### src/rtl/step_counter.sv
// Up/down counter register with run-time step, clear/load priority, wrap or
// saturate behaviour, a registered overflow pulse and a zero decode.
module step_counter #(
  parameter int WIDTH    = 16,
  parameter bit SATURATE = 1'b0
) (
  input  logic             clock,
  input  logic             reset,
  input  logic             clr,
  input  logic             load,
  input  logic [WIDTH-1:0] in,
  input  logic             inc,
  input  logic             dec,
  input  logic [WIDTH-1:0] step,
  output logic [WIDTH-1:0] out,
  output logic             ovf,
  output logic             zero
);

  logic [WIDTH:0]   sum_p0;
  logic [WIDTH:0]   diff_p0;
  logic [WIDTH-1:0] next_p0;
  logic             ovf_next_p0;

  // Resolve an out-of-range result: clamp when saturating, else keep the low bits.
  function automatic logic [WIDTH-1:0] bound(input logic [WIDTH:0] raw, input logic up);
    if (SATURATE && raw[WIDTH])
      bound = up ? {WIDTH{1'b1}} : {WIDTH{1'b0}};
    else
      bound = raw[WIDTH-1:0];
  endfunction

  assign sum_p0  = {1'b0, out} + {1'b0, step};
  assign diff_p0 = {1'b0, out} - {1'b0, step};

  always_comb begin
    next_p0     = out;
    ovf_next_p0 = 1'b0;
    if (clr) begin
      next_p0 = '0;
    end else if (load) begin
      next_p0 = in;
    end else if (inc && !dec) begin
      next_p0     = bound(sum_p0, 1'b1);
      ovf_next_p0 = sum_p0[WIDTH];
    end else if (dec && !inc) begin
      // Bit WIDTH of the extended difference is the borrow (step > out).
      next_p0     = bound(diff_p0, 1'b0);
      ovf_next_p0 = diff_p0[WIDTH];
    end
  end

  // Stage boundary: command result registered onto out/ovf.
  always_ff @(posedge clock or posedge reset) begin
    if (reset) begin
      out <= '0;
      ovf <= 1'b0;
    end else begin
      out <= next_p0;
      ovf <= ovf_next_p0;
    end
  end

  assign zero = (out == '0);

endmodule

### config.mk
export PLATFORM = sky130hd
export DESIGN_NAME = step_counter
export DESIGN_NICKNAME = d
export VERILOG_FILES = /design/src/rtl/step_counter.sv
export SDC_FILE = /design/constraint.sdc
export NUM_CORES = 1
export LEC_CHECK = 0
export ABC_CLOCK_PERIOD_IN_PS = 3000
export BUFFER_PORTS_ARGS = -buffer_cell sky130_fd_sc_hd__buf_4
export CAP_MARGIN = 20
export CORE_MARGIN = 5
export CORE_UTILIZATION = 40
export CTS_BUF_LIST = sky130_fd_sc_hd__clkbuf_4
export DETAILED_ROUTE_END_ITERATION = 6
export HOLD_SLACK_MARGIN = 0.06
export SYNTH_ARGS = -nofsm -noshare
export SYNTH_HDL_FRONTEND = slang
export SYNTH_SLANG_ARGS = --single-unit
### constraint.sdc
create_clock -name clock -period 3 [get_ports clock]
set_input_delay 0.45 -clock clock [delete_from_list [all_inputs] [get_ports clock]]
set_output_delay 0.45 -clock clock [all_outputs]
set_load 0.005 [all_outputs]
# Word level (Yosys, flattened, before mapping)
# Index checks and enable logic that the tools add are counted.
# op_classes
n_addsub	2
mux	8
n_reduce_logical	6
# op_table
cell	count
$mux W16	4
$add A16 B16 Y17	1
$sub A16 B16 Y17	1
$logic_not A16 Y1	1
$mux W1	4
$reduce_bool A4 Y1	1
$logic_and A1 B1 Y1	2
$logic_not A1 Y1	2
# totals
reg_bits	17
input_bits	38
out_inout_bits	18
word_cells	18

# Longest topological paths before layout
# Gate-level depths: netlist of run 1.
# logic_depth
depth_word	6
mapped_depth	10

# Worst setup path before layout of run 1
# No wires, ideal clock.
# synth_timing
kind	input port to flip-flop
from	input step[4]
to	register out[13]
setup_ns	0.135
arrival_time_ns	2.287
required_time_ns	2.865
setup_slack_ns	0.578
cell_stages	10
n_path_buf	1
path_cell_list	inv_1 > ha_1 > buf_6 > nor3b_4 > o31ai_4 > o211ai_2 > or4_1 > a22o_1 > xnor2_1 > o22ai_1
# synth_via
elab_chain_cells	5
# synth_rtl
item	line	rtl
from (decl)	14	input logic [WIDTH-1:0] step,
$sub A16 B16 Y17	34	assign diff_p0 = {1'b0, out} - {1'b0, step};
$mux W16	46	end else if (dec && !inc) begin
$mux W16 *	43	end else if (inc && !dec) begin
$mux W16 *	41	end else if (load) begin
$mux W16 *	39	if (clr) begin
to (signal assigned)	59	out <= next_p0;
to (decl)	15	output logic [WIDTH-1:0] out,
# Mark *: on every way between the ends. The rest lies on a longest branch, timed or not. The select of a mux whose other input is x is not followed.
# A chain may end at the register's enable or synchronous reset.

# Final worst setup path of run 1
# layout_timing
from	register out[0]
to	register ovf
# layout_via
elab_chain_cells	5
# layout_rtl
item	line	rtl
$sub A16 B16 Y17	34	
$mux W1	46	
$mux W1 *	43	
$mux W1 *	41	
$mux W1 *	39	
via ovf_next_p0	23	logic ovf_next_p0;
to (signal assigned)	60	ovf <= ovf_next_p0;
to (decl)	16	output logic ovf,
# The timed path passes the listed nets; every way through them passes the cells marked *.

==> reports/metrics.yaml, run 1 <==
cells_and_area:
  stdcell_count: 455
  design_area_mm2: 0.00305
  final_common_cell: "buf_4"
  area_growth_pct: 20.5
  final_layout_size_suffix_gt1_frac: 0.201
  fillers: 649
  diodes: 0
  layout_common_cells: "buf_4 (61), ha_1 (34), inv_1 (33)"
  finalNetCount: 453
grt:
  antenna_found_initial: 0
  grt_start_max_net_pins: 25
  grt_overflow: 0
  grtUsageTotal: 0.197
  grt_pass1_vias: 2525
  grt_pass1_wl_um: 12500
clocking:
  hold_buffers: 0
  cts-buffers-inserted: 3
  clk_latency_ns: 0.29
  path_clk_slew_ns: 0.11
  cts_tree: "built"
  clk_path_buf_depth: 2
  htreeDepth: 1
  cts.sinks: 17
  cts_resized: 0
  cts_root_buf: "clkbuf_4"
  postCtsSetupBuffers: 0
setup_path:
  crit_buf_inv: 1
  end_kind: "flop"
  start_kind: "flop"
  crit_family: "simple AND/OR/NAND/NOR gates"
  r2r_slack_ns: 0.27
  worst_ep_required_time_ns: 3.18
  worst_ep_arrival_time_ns: 2.91
  critical-path-max-stage-delay_ns: 0.47
  slowest_stage: "or4_1"
  crit_chain: "inv_1 -> ha_1 -> fa_1 -> nor2b_1 -> o211a_1 -> nor2_1 -> or4_1 -> and4_1 -> a221oi_1 -> o32ai_1"
  cp_max_fo: 5
  critical_path_class: "reg -> reg"
synth:
  yosys.area.top_type: "dfrtp_1"
  yosys_warnings: 0
  ys_ff_latch: 17
  synthSimpleGateAreaFrac: 0.221
  synth_xor_area_frac: 0.0450
  synth_edf_count: 0
  synthCells: 328
  synth_top_cell_area_share: 0.168
  synth_top_family_by_area: "compound AO/OA/AOI/OAI gates"
  synth.cell_area_mm2: 0.00253
  synth_compound_area_frac: 0.286
  synth_mux_area_frac: 0.0198
  syn_nets: 402
  synthDistinctLibCells: 64
  yosysSeqAreaShare: 0.168
  synth_top_flop_cell: "dfrtp_1"
  synthAdderAreaFrac: 0.184
  async_flop_share: 1.00
  yosys-top-cells-area: "dfrtp_1 (17%), ha_1 (17%), a21oi_1 (5.7%)"
  synth.avg_cell_area_um2: 7.72
die:
  die_w_um: 89.6
  core_area_mm2: 0.00624
  die_h_um: 89.6
  dieArea_mm2: 0.00802
  num_io_pins: 56
  rows: 29
  start_util: 0.406
timing:
  min_period_ns: 2.73
  setup_violations: 0
  hold_viol_final: 0
  setup_tns_ns: 0
  slew_viol_final: 0
  tightestPinTransition_ns: 0.876
  max_freq_ghz: 0.366
  relSlewSlack: 0.416
  finalCritPeriodShare: 0.912
  hold_ws_ns: 0.250
  rsz0062_at_grt: "no"
  clock_skew_ns: 0.00209
routing:
  via_count: 2605
  viasPerCell: 5.73
  routedWlPerCell_um: 16.8
  ant_nets: 0
  remaining_drc_errors: 0
  drt_wl_total_um: 7660
  drtPass1Iterations: 5
  drt_iter0_drc: 207
place:
  placed_area_mm2: 0.00302
  place_congestion: 0.870
  dpl.hpwl_um: 6180
  numPortBuffers: 55
  place_inst: 451
pwr:
  power.total_mw: 1.03
  vdd_drop_max_v: 0.000179
  p_leak_nw: 1.45
  power-per-cell-area_mw_per_mm2: 336
hold_path:
  min_path_type: "in -> async"
outcome:
  status: "completed"
flow_run:
  drv_cap: 0
## cells by family after synthesis
family | after synthesis
AOI/OAI and AO/OA | 104
and+or+nand+nor | 104
buffers and inverters | 49
adders and majority gates | 36
DFF | 17
xor gates and xnor gates | 13
muxes | 5
## power by group
group | internal, mW | switching, mW
sequential | 0.251 | 0.0381
clock | 0.0608 | 0.0781
combinational | 0.271 | 0.327
total | 0.583 | 0.444
## stage by stage
step                      setup WS [ns]  utilization
after global placement            0.235        0.484
after global routing             0.0924        0.489
after floorplan                   0.578            -
after CTS                         0.295        0.489
final                             0.265        0.489
after detailed placement          0.189        0.484
## synthesized netlist by cell type, drive strengths merged, types with 2 or more instances
cell type,count
a311oi,2
buf,3
and3,6
a22o,2
mux2i,5
nand3,5
or3,2
a21oi,30
nand4b,2
a31oi,3
nor3,6
clkbuf,12
nand2,16
a32oi,2
and4,2
nor2,30
nor2b,7
a21o,4
fa,2
o211ai,8
a211oi,4
xor2,4
a221oi,2
o31ai,5
o2111ai,3
xnor2,9
o21ai,17
nand2b,6
o21bai,2
o22ai,4
nor3b,4
nor4,7
o211a,2
or2,4
inv,33
a22oi,2
or4,4
ha,34
dfrtp,17
o31a,3
## path summary, 6_finish.rpt
kind                                     from                  end  cells past startpoint
setup / recovery           out[0]$_DFFE_PP0P_        ovf$_DFF_PP0_                     10
hold / removal                          reset  out[11]$_DFFE_PP0P_                      2
setup reg to reg           out[0]$_DFFE_PP0P_        ovf$_DFF_PP0_                     10
hold reg to reg            out[4]$_DFFE_PP0P_   out[4]$_DFFE_PP0P_                      2
max in group asynchronous               reset   out[7]$_DFFE_PP0P_                      2
min in group clock                      in[6]   out[6]$_DFFE_PP0P_                      3
## registers in the layout (all words and copies together) (netlist names)
name / flops
ovf: 1
out: 16
## metal layers
| metal | routed length (um) | vias up | global-route usage | share of wire |
|---|---|---|---|---|
| met5 | 0 | - | 0 | 0 |
| met4 | 111 | 0 | 0.0419 | 0.014 |
| met1 | 3420 | 1213 | 0.275 | 0.45 |
| met3 | 438 | 8 | 0.0249 | 0.057 |
| met2 | 3690 | 92 | 0.326 | 0.48 |
| li1 | - | 1292 | - | - |
## final cells by class
| class | instances | area (um^2) | area share |
|---|---|---|---|
| well taps | 77 | 96.3 | 0.0316 |
| multi-input cells | 262 | 1910 | 0.627 |
| inverters | 34 | 128 | 0.0418 |
| flip-flops and latches | 17 | 425 | 0.139 |
| clock buffers | 4 | 30.0 | 0.00984 |
| repair buffers | 61 | 458 | 0.150 |
Power figures use the tool's default switching activity.
==> run 2: changes to the inputs <==
Settings changed: CORE_MARGIN 5 to unset.
==> run 2 against run 1 <==
  * Die area decreased by 17%
  * Non-clock buffer count unchanged
  * Combinational power increased by 0.8%
  * Largest cell class unchanged
  * Global-route usage increased by 4.7 points
  * Largest power group unchanged
  * Wire length increased by 1.2%
  * Cell count decreased by 0.44%
  * Total power about the same
  * Critical path depth unchanged
  * Highest routed layer unchanged
  * Critical path type unchanged
  * Final area about the same
==> reports/metrics.yaml, run 2 (same netlist as run 1, synthesis figures left out) <==
outcome:
  status: "completed"  # unchanged
cells_and_area:
  finalNetCount: 453  # unchanged
  regMostFlops: "out"  # unchanged
  seq_area_um2: 425  # unchanged
  reg.largest.list: "out x16, ovf x1"  # unchanged
  largest_register_ffs: 16  # unchanged
  fin_util: 0.506  # was 0.489
  design_area_mm2: 0.00305  # about the same
  multiInputGateArea_mm2: 0.00191  # unchanged
  area_growth_pct: 20.4  # was 20.5%
  stdcell_count: 453  # was 455
  fillers: 645  # was 649
  layout_common_cells: "buf_4 (61), ha_1 (34), inv_1 (33)"  # unchanged
  final_layout_size_suffix_gt1_frac: 0.201  # unchanged
  final_common_cell: "buf_4"  # unchanged
  diodes: 0  # unchanged
setup_path:
  critical_path_class: "reg -> reg"  # unchanged
  worst_ep_arrival_time_ns: 3.02  # was 2.91 ns
  slowest_stage: "or4_1"  # unchanged
  start_kind: "flop"  # unchanged
  end_kind: "flop"  # unchanged
  crit_buf_inv: 1  # unchanged
  crit_chain: "inv_1 -> ha_1 -> fa_1 -> nor2b_1 -> o211a_1 -> nor2_1 -> or4_1 -> a31oi_1 -> mux2i_1 -> nand3_1"  # was inv_1 -> ha_1 -> fa_1 -> nor2b_1 -> o211a_1 -> nor2_1 -> or4_1 -> and4_1 -> a221oi_1 -> o32ai_1
  cp_max_fo: 5  # unchanged
  crit_family: "simple AND/OR/NAND/NOR gates"  # unchanged
  critical-path-max-stage-delay_ns: 0.48  # was 0.47 ns
  worst_ep_required_time_ns: 3.19  # was 3.18 ns
clocking:
  path_clk_slew_ns: 0.12  # was 0.11 ns
  cts_tree: "built"  # unchanged
  cts_resized: 0  # unchanged
  postCtsSetupBuffers: 0  # unchanged
  clk_latency_ns: 0.30  # was 0.29 ns
  cts_root_buf: "clkbuf_4"  # unchanged
  cts.sinks: 17  # unchanged
  cts-buffers-inserted: 3  # unchanged
  hold_buffers: 0  # unchanged
  clk_path_buf_depth: 2  # unchanged
  htreeDepth: 1  # unchanged
die:
  core_area_mm2: 0.00603  # was 0.00624 mm^2
  die_w_um: 81.6  # was 89.6 um
  start_util: 0.420  # was 0.406
  die_h_um: 81.6  # was 89.6 um
  num_io_pins: 56  # unchanged
  rows: 28  # was 29
  dieArea_mm2: 0.00665  # was 0.00802 mm^2
timing:
  min_period_ns: 2.83  # was 2.73 ns
  setup_violations: 0  # unchanged
  hold_ws_ns: 0.246  # was 0.250 ns
  hold_viol_final: 0  # unchanged
  max_freq_ghz: 0.354  # was 0.366 GHz
  tightestPinTransition_ns: 1.03  # was 0.876 ns
  clock_skew_ns: 0.00321  # was 0.00209 ns
  setup_tns_ns: 0  # unchanged
  relSlewSlack: 0.316  # was 0.416
  finalCritPeriodShare: 0.942  # was 0.912
  rsz0062_at_grt: "no"  # unchanged
  slew_viol_final: 0  # unchanged
grt:
  grt_pass1_vias: 2509  # was 2525
  antenna_found_initial: 0  # unchanged
  grtUsageTotal: 0.244  # was 0.197
  grt_start_max_net_pins: 28  # was 25
  grt_pass1_wl_um: 12400  # was 12500 um
  grt_overflow: 0  # unchanged
routing:
  viasPerCell: 5.85  # was 5.73
  ant_nets: 0  # unchanged
  via_count: 2649  # was 2605
  drt_wl_total_um: 7750  # was 7660 um
  remaining_drc_errors: 0  # unchanged
  drtPass1Iterations: 4  # was 5
  drt_iter0_drc: 185  # was 207
  routedWlPerCell_um: 17.1  # was 16.8 um
hold_path:
  min_path_type: "in -> async"  # unchanged
pwr:
  internal-power_mw: 0.573  # was 0.583 mW
  p_switching_mw: 0.454  # was 0.444 mW
  p_leak_nw: 1.45  # about the same
  power_frac_comb: 0.587  # was 0.583
  vdd_drop_max_v: 0.000154  # was 0.000179 V
  power_frac_clock: 0.130  # was 0.135
  p_seq_frac: 0.283  # was 0.282
  power-per-cell-area_mw_per_mm2: 337  # was 336 mW/mm^2
  swShare: 0.443  # was 0.432
place:
  dpl.hpwl_um: 6130  # was 6180 um
  placed_area_mm2: 0.00302  # about the same
  numPortBuffers: 55  # unchanged
  place_inst: 449  # was 451
  place_congestion: 0.940  # was 0.870
flow_run:
  drv_cap: 0  # unchanged
## run 2: cell count changes in the layout (fill, tap and decap cells not counted)
cell / delta
clkbuf_4: -1
clkinvlp_4: +1
## run 2: worst paths after layout
| check | cells after the start | end | start | slack, ns |
|---|---|---|---|---|
| worst max-delay path | 10 | out[14]$_DFFE_PP0P_ | out[0]$_DFFE_PP0P_ | 0.17 |
| worst min-delay path | 2 | out[12]$_DFFE_PP0P_ | reset | 0.25 |
| worst max register to register | 10 | out[14]$_DFFE_PP0P_ | out[0]$_DFFE_PP0P_ | 0.17 |
| worst min register to register | 2 | out[5]$_DFFE_PP0P_ | out[5]$_DFFE_PP0P_ | 0.67 |
| max in group asynchronous | 2 | out[3]$_DFFE_PP0P_ | reset | 2.33 |
| min in group clock | 3 | out[6]$_DFFE_PP0P_ | in[6] | 0.37 |
## run 2: final cells by class
| class | instances | share of cell area |
|---|---|---|
| Clock inverter | 1 | 0.00246 |
| Tap cell | 75 | 0.0308 |
| Timing Repair Buffer | 61 | 0.150 |
| Inverter | 34 | 0.0419 |
| Multi-Input combinational cell | 262 | 0.628 |
| Clock buffer | 3 | 0.00739 |
| Sequential cell | 17 | 0.140 |
## run 2: power groups by stage
stage | Sequential [mW] | Clock (mW) | Combinational, mW
detailed placement | 0.295 | 0 | 0.595
global route | 0.294 | 0.150 | 0.664
floorplan | 0.282 | 0 | 0.407
CTS | 0.291 | 0.135 | 0.599
finish | 0.291 | 0.133 | 0.603
global placement | 0.294 | 0 | 0.593
## run 2: per-stage QoR
step,total power [mW],worst slack [ns]
floorplan,0.689,0.578
global placement,0.888,0.248
detailed placement,0.889,0.160
CTS,1.02,0.240
global route,1.11,0.0628
finish,1.03,0.173
## run 2: per-layer routing
metal	vias to the layer above	track usage	share of wire
met5	-	0	0
met1	1271	0.339	0.46
met4	0	0.0429	0.011
li1	1290	-	-
met2	84	0.410	0.49
met3	4	0.0244	0.045
==> run 3: changes to the inputs <==
Settings changed: PLACE_DENSITY_LB_ADDON set to 0.08.
==> run 3 against run 2 <==
  * Setup slack better by 0.098 ns
  * Critical path depth stayed put
  * Clock-buffer cell count stayed put
  * Register-to-register slack better by 0.098 ns
  * Clock skew is 0.011 ns higher
  * Critical path type unchanged
  * Critical endpoint unchanged
==> reports/metrics.yaml, run 3 (same netlist as run 1, synthesis figures left out) <==
routing:
  ant_nets: 0  # unchanged
  drtPass1Iterations: 5  # was 4
  routedWlPerCell_um: 17.3  # was 17.1 um
  drt_iter0_drc: 119  # was 185
  via_count: 2682  # was 2649
  viasPerCell: 5.89  # was 5.85
  remaining_drc_errors: 0  # unchanged
  drt_wl_total_um: 7890  # was 7750 um
cells_and_area:
  diodes: 0  # unchanged
  layout_common_cells: "buf_4 (63), ha_1 (34), inv_1 (33)"  # was buf_4 (61), ha_1 (34), inv_1 (33)
  reg.largest.list: "out x16, ovf x1"  # unchanged
  regMostFlops: "out"  # unchanged
  finalNetCount: 455  # was 453
  final_layout_size_suffix_gt1_frac: 0.205  # was 0.201
  area_growth_pct: 20.9  # was 20.4%
  final_common_cell: "buf_4"  # unchanged
  stdcell_count: 455  # was 453
  fin_util: 0.508  # was 0.506
  largest_register_ffs: 16  # unchanged
place:
  dpl.hpwl_um: 6230  # was 6130 um
  numPortBuffers: 55  # unchanged
  place_inst: 451  # was 449
  place_congestion: 0.923  # was 0.940
grt:
  grtUsageTotal: 0.247  # was 0.244
  grt_overflow: 0  # unchanged
  grt_pass1_vias: 2430  # was 2509
  grt_start_max_net_pins: 26  # was 28
  antenna_found_initial: 0  # unchanged
  grt_pass1_wl_um: 12500  # was 12400 um
setup_path:
  worst_ep_arrival_time_ns: 2.91  # was 3.02 ns
  critical-path-max-stage-delay_ns: 0.46  # was 0.48 ns
  crit_chain: "inv_1 -> ha_1 -> fa_1 -> nor2b_1 -> o211a_1 -> nor2_1 -> or4_1 -> a31oi_1 -> mux2i_1 -> nand3_1"  # unchanged
  crit_buf_inv: 1  # unchanged
  worst_ep_required_time_ns: 3.18  # was 3.19 ns
  slowest_stage: "or4_1"  # unchanged
  end_kind: "flop"  # unchanged
  cp_max_fo: 5  # unchanged
  start_kind: "flop"  # unchanged
  crit_family: "simple AND/OR/NAND/NOR gates"  # unchanged
  r2r_slack_ns: 0.27  # was 0.17 ns
  critical_path_class: "reg -> reg"  # unchanged
timing:
  min_period_ns: 2.73  # was 2.83 ns
  finalCritPeriodShare: 0.910  # was 0.942
  max_freq_ghz: 0.367  # was 0.354 GHz
  tightestPinTransition_ns: 0.977  # was 1.03 ns
  setup_tns_ns: 0  # unchanged
  setup_violations: 0  # unchanged
  relSlewSlack: 0.348  # was 0.316
  hold_viol_final: 0  # unchanged
  rsz0062_at_grt: "no"  # unchanged
  clock_skew_ns: 0.0147  # was 0.00321 ns
  slew_viol_final: 0  # unchanged
clocking:
  cts_root_buf: "clkbuf_4"  # unchanged
  cts.sinks: 17  # unchanged
  cts_tree: "built"  # unchanged
  path_clk_slew_ns: 0.13  # was 0.12 ns
  cts_resized: 0  # unchanged
  cts-buffers-inserted: 3  # unchanged
  postCtsSetupBuffers: 0  # unchanged
  clk_latency_ns: 0.31  # was 0.30 ns
  hold_buffers: 0  # unchanged
  htreeDepth: 1  # unchanged
  clk_path_buf_depth: 2  # unchanged
die:
  core_area_mm2: 0.00603  # unchanged
  num_io_pins: 56  # unchanged
  die_h_um: 81.6  # unchanged
  die_w_um: 81.6  # unchanged
  start_util: 0.420  # unchanged
  rows: 28  # unchanged
  dieArea_mm2: 0.00665  # unchanged
pwr:
  power-per-cell-area_mw_per_mm2: 341  # was 337 mW/mm^2
  power.total_mw: 1.04  # was 1.03 mW
  vdd_drop_max_v: 0.000209  # was 0.000154 V
  p_leak_nw: 1.46  # was 1.45 nW
outcome:
  status: "completed"  # unchanged
hold_path:
  min_path_type: "in -> async"  # unchanged
flow_run:
  drv_cap: 0  # unchanged
run 3: through the flow:
step | setup WS (ns) | hold slack [ns] | instance area (um^2)
after detailed placement | 0.187 | 0.619 | 3030
after CTS | 0.287 | 0.260 | 3060
after global routing | 0.103 | 0.288 | 3060
after global placement | 0.228 | 0.603 | 3030
after floorplan | 0.578 | 0.376 | 2530
final | 0.271 | 0.245 | 3060
run 3: report_power, final:
group	total, mW	switching, mW	internal (mW)
sequential	0.290	0.0391	0.251
clock	0.138	0.0886	0.0497
combinational	0.614	0.338	0.275
total	1.04	0.466	0.576
run 3: path summary, 6_finish.rpt:
| check | start | to | cells past startpoint |
|---|---|---|---|
| min in group clock | in[6] | out[6]$_DFFE_PP0P_ | 3 |
| max in group asynchronous | reset | ovf$_DFF_PP0_ | 2 |
| worst min-delay path | reset | out[2]$_DFFE_PP0P_ | 2 |
| worst max register to register | out[0]$_DFFE_PP0P_ | out[14]$_DFFE_PP0P_ | 10 |
| worst min register to register | out[4]$_DFFE_PP0P_ | out[4]$_DFFE_PP0P_ | 2 |
| worst max-delay path | out[0]$_DFFE_PP0P_ | out[14]$_DFFE_PP0P_ | 10 |
run 3: cell type report:
cell class / instances / area (um^2)
Timing Repair Buffer: 63 / 473
Clock buffer: 3 / 22.5
Clock inverter: 1 / 5.00
Sequential cell: 17 / 425
Fill cell: 628 / 2970
Multi-Input combinational cell: 262 / 1910
Inverter: 34 / 128
Tap cell: 75 / 93.8
run 3: layer usage:
layer | vias to the layer above | part of all wire | track usage
li1 | 1298 | - | -
met1 | 1289 | 0.46 | 0.350
met2 | 89 | 0.48 | 0.410
met3 | 6 | 0.050 | 0.0222
met4 | 0 | 0.012 | 0.0393
met5 | - | 0 | 0
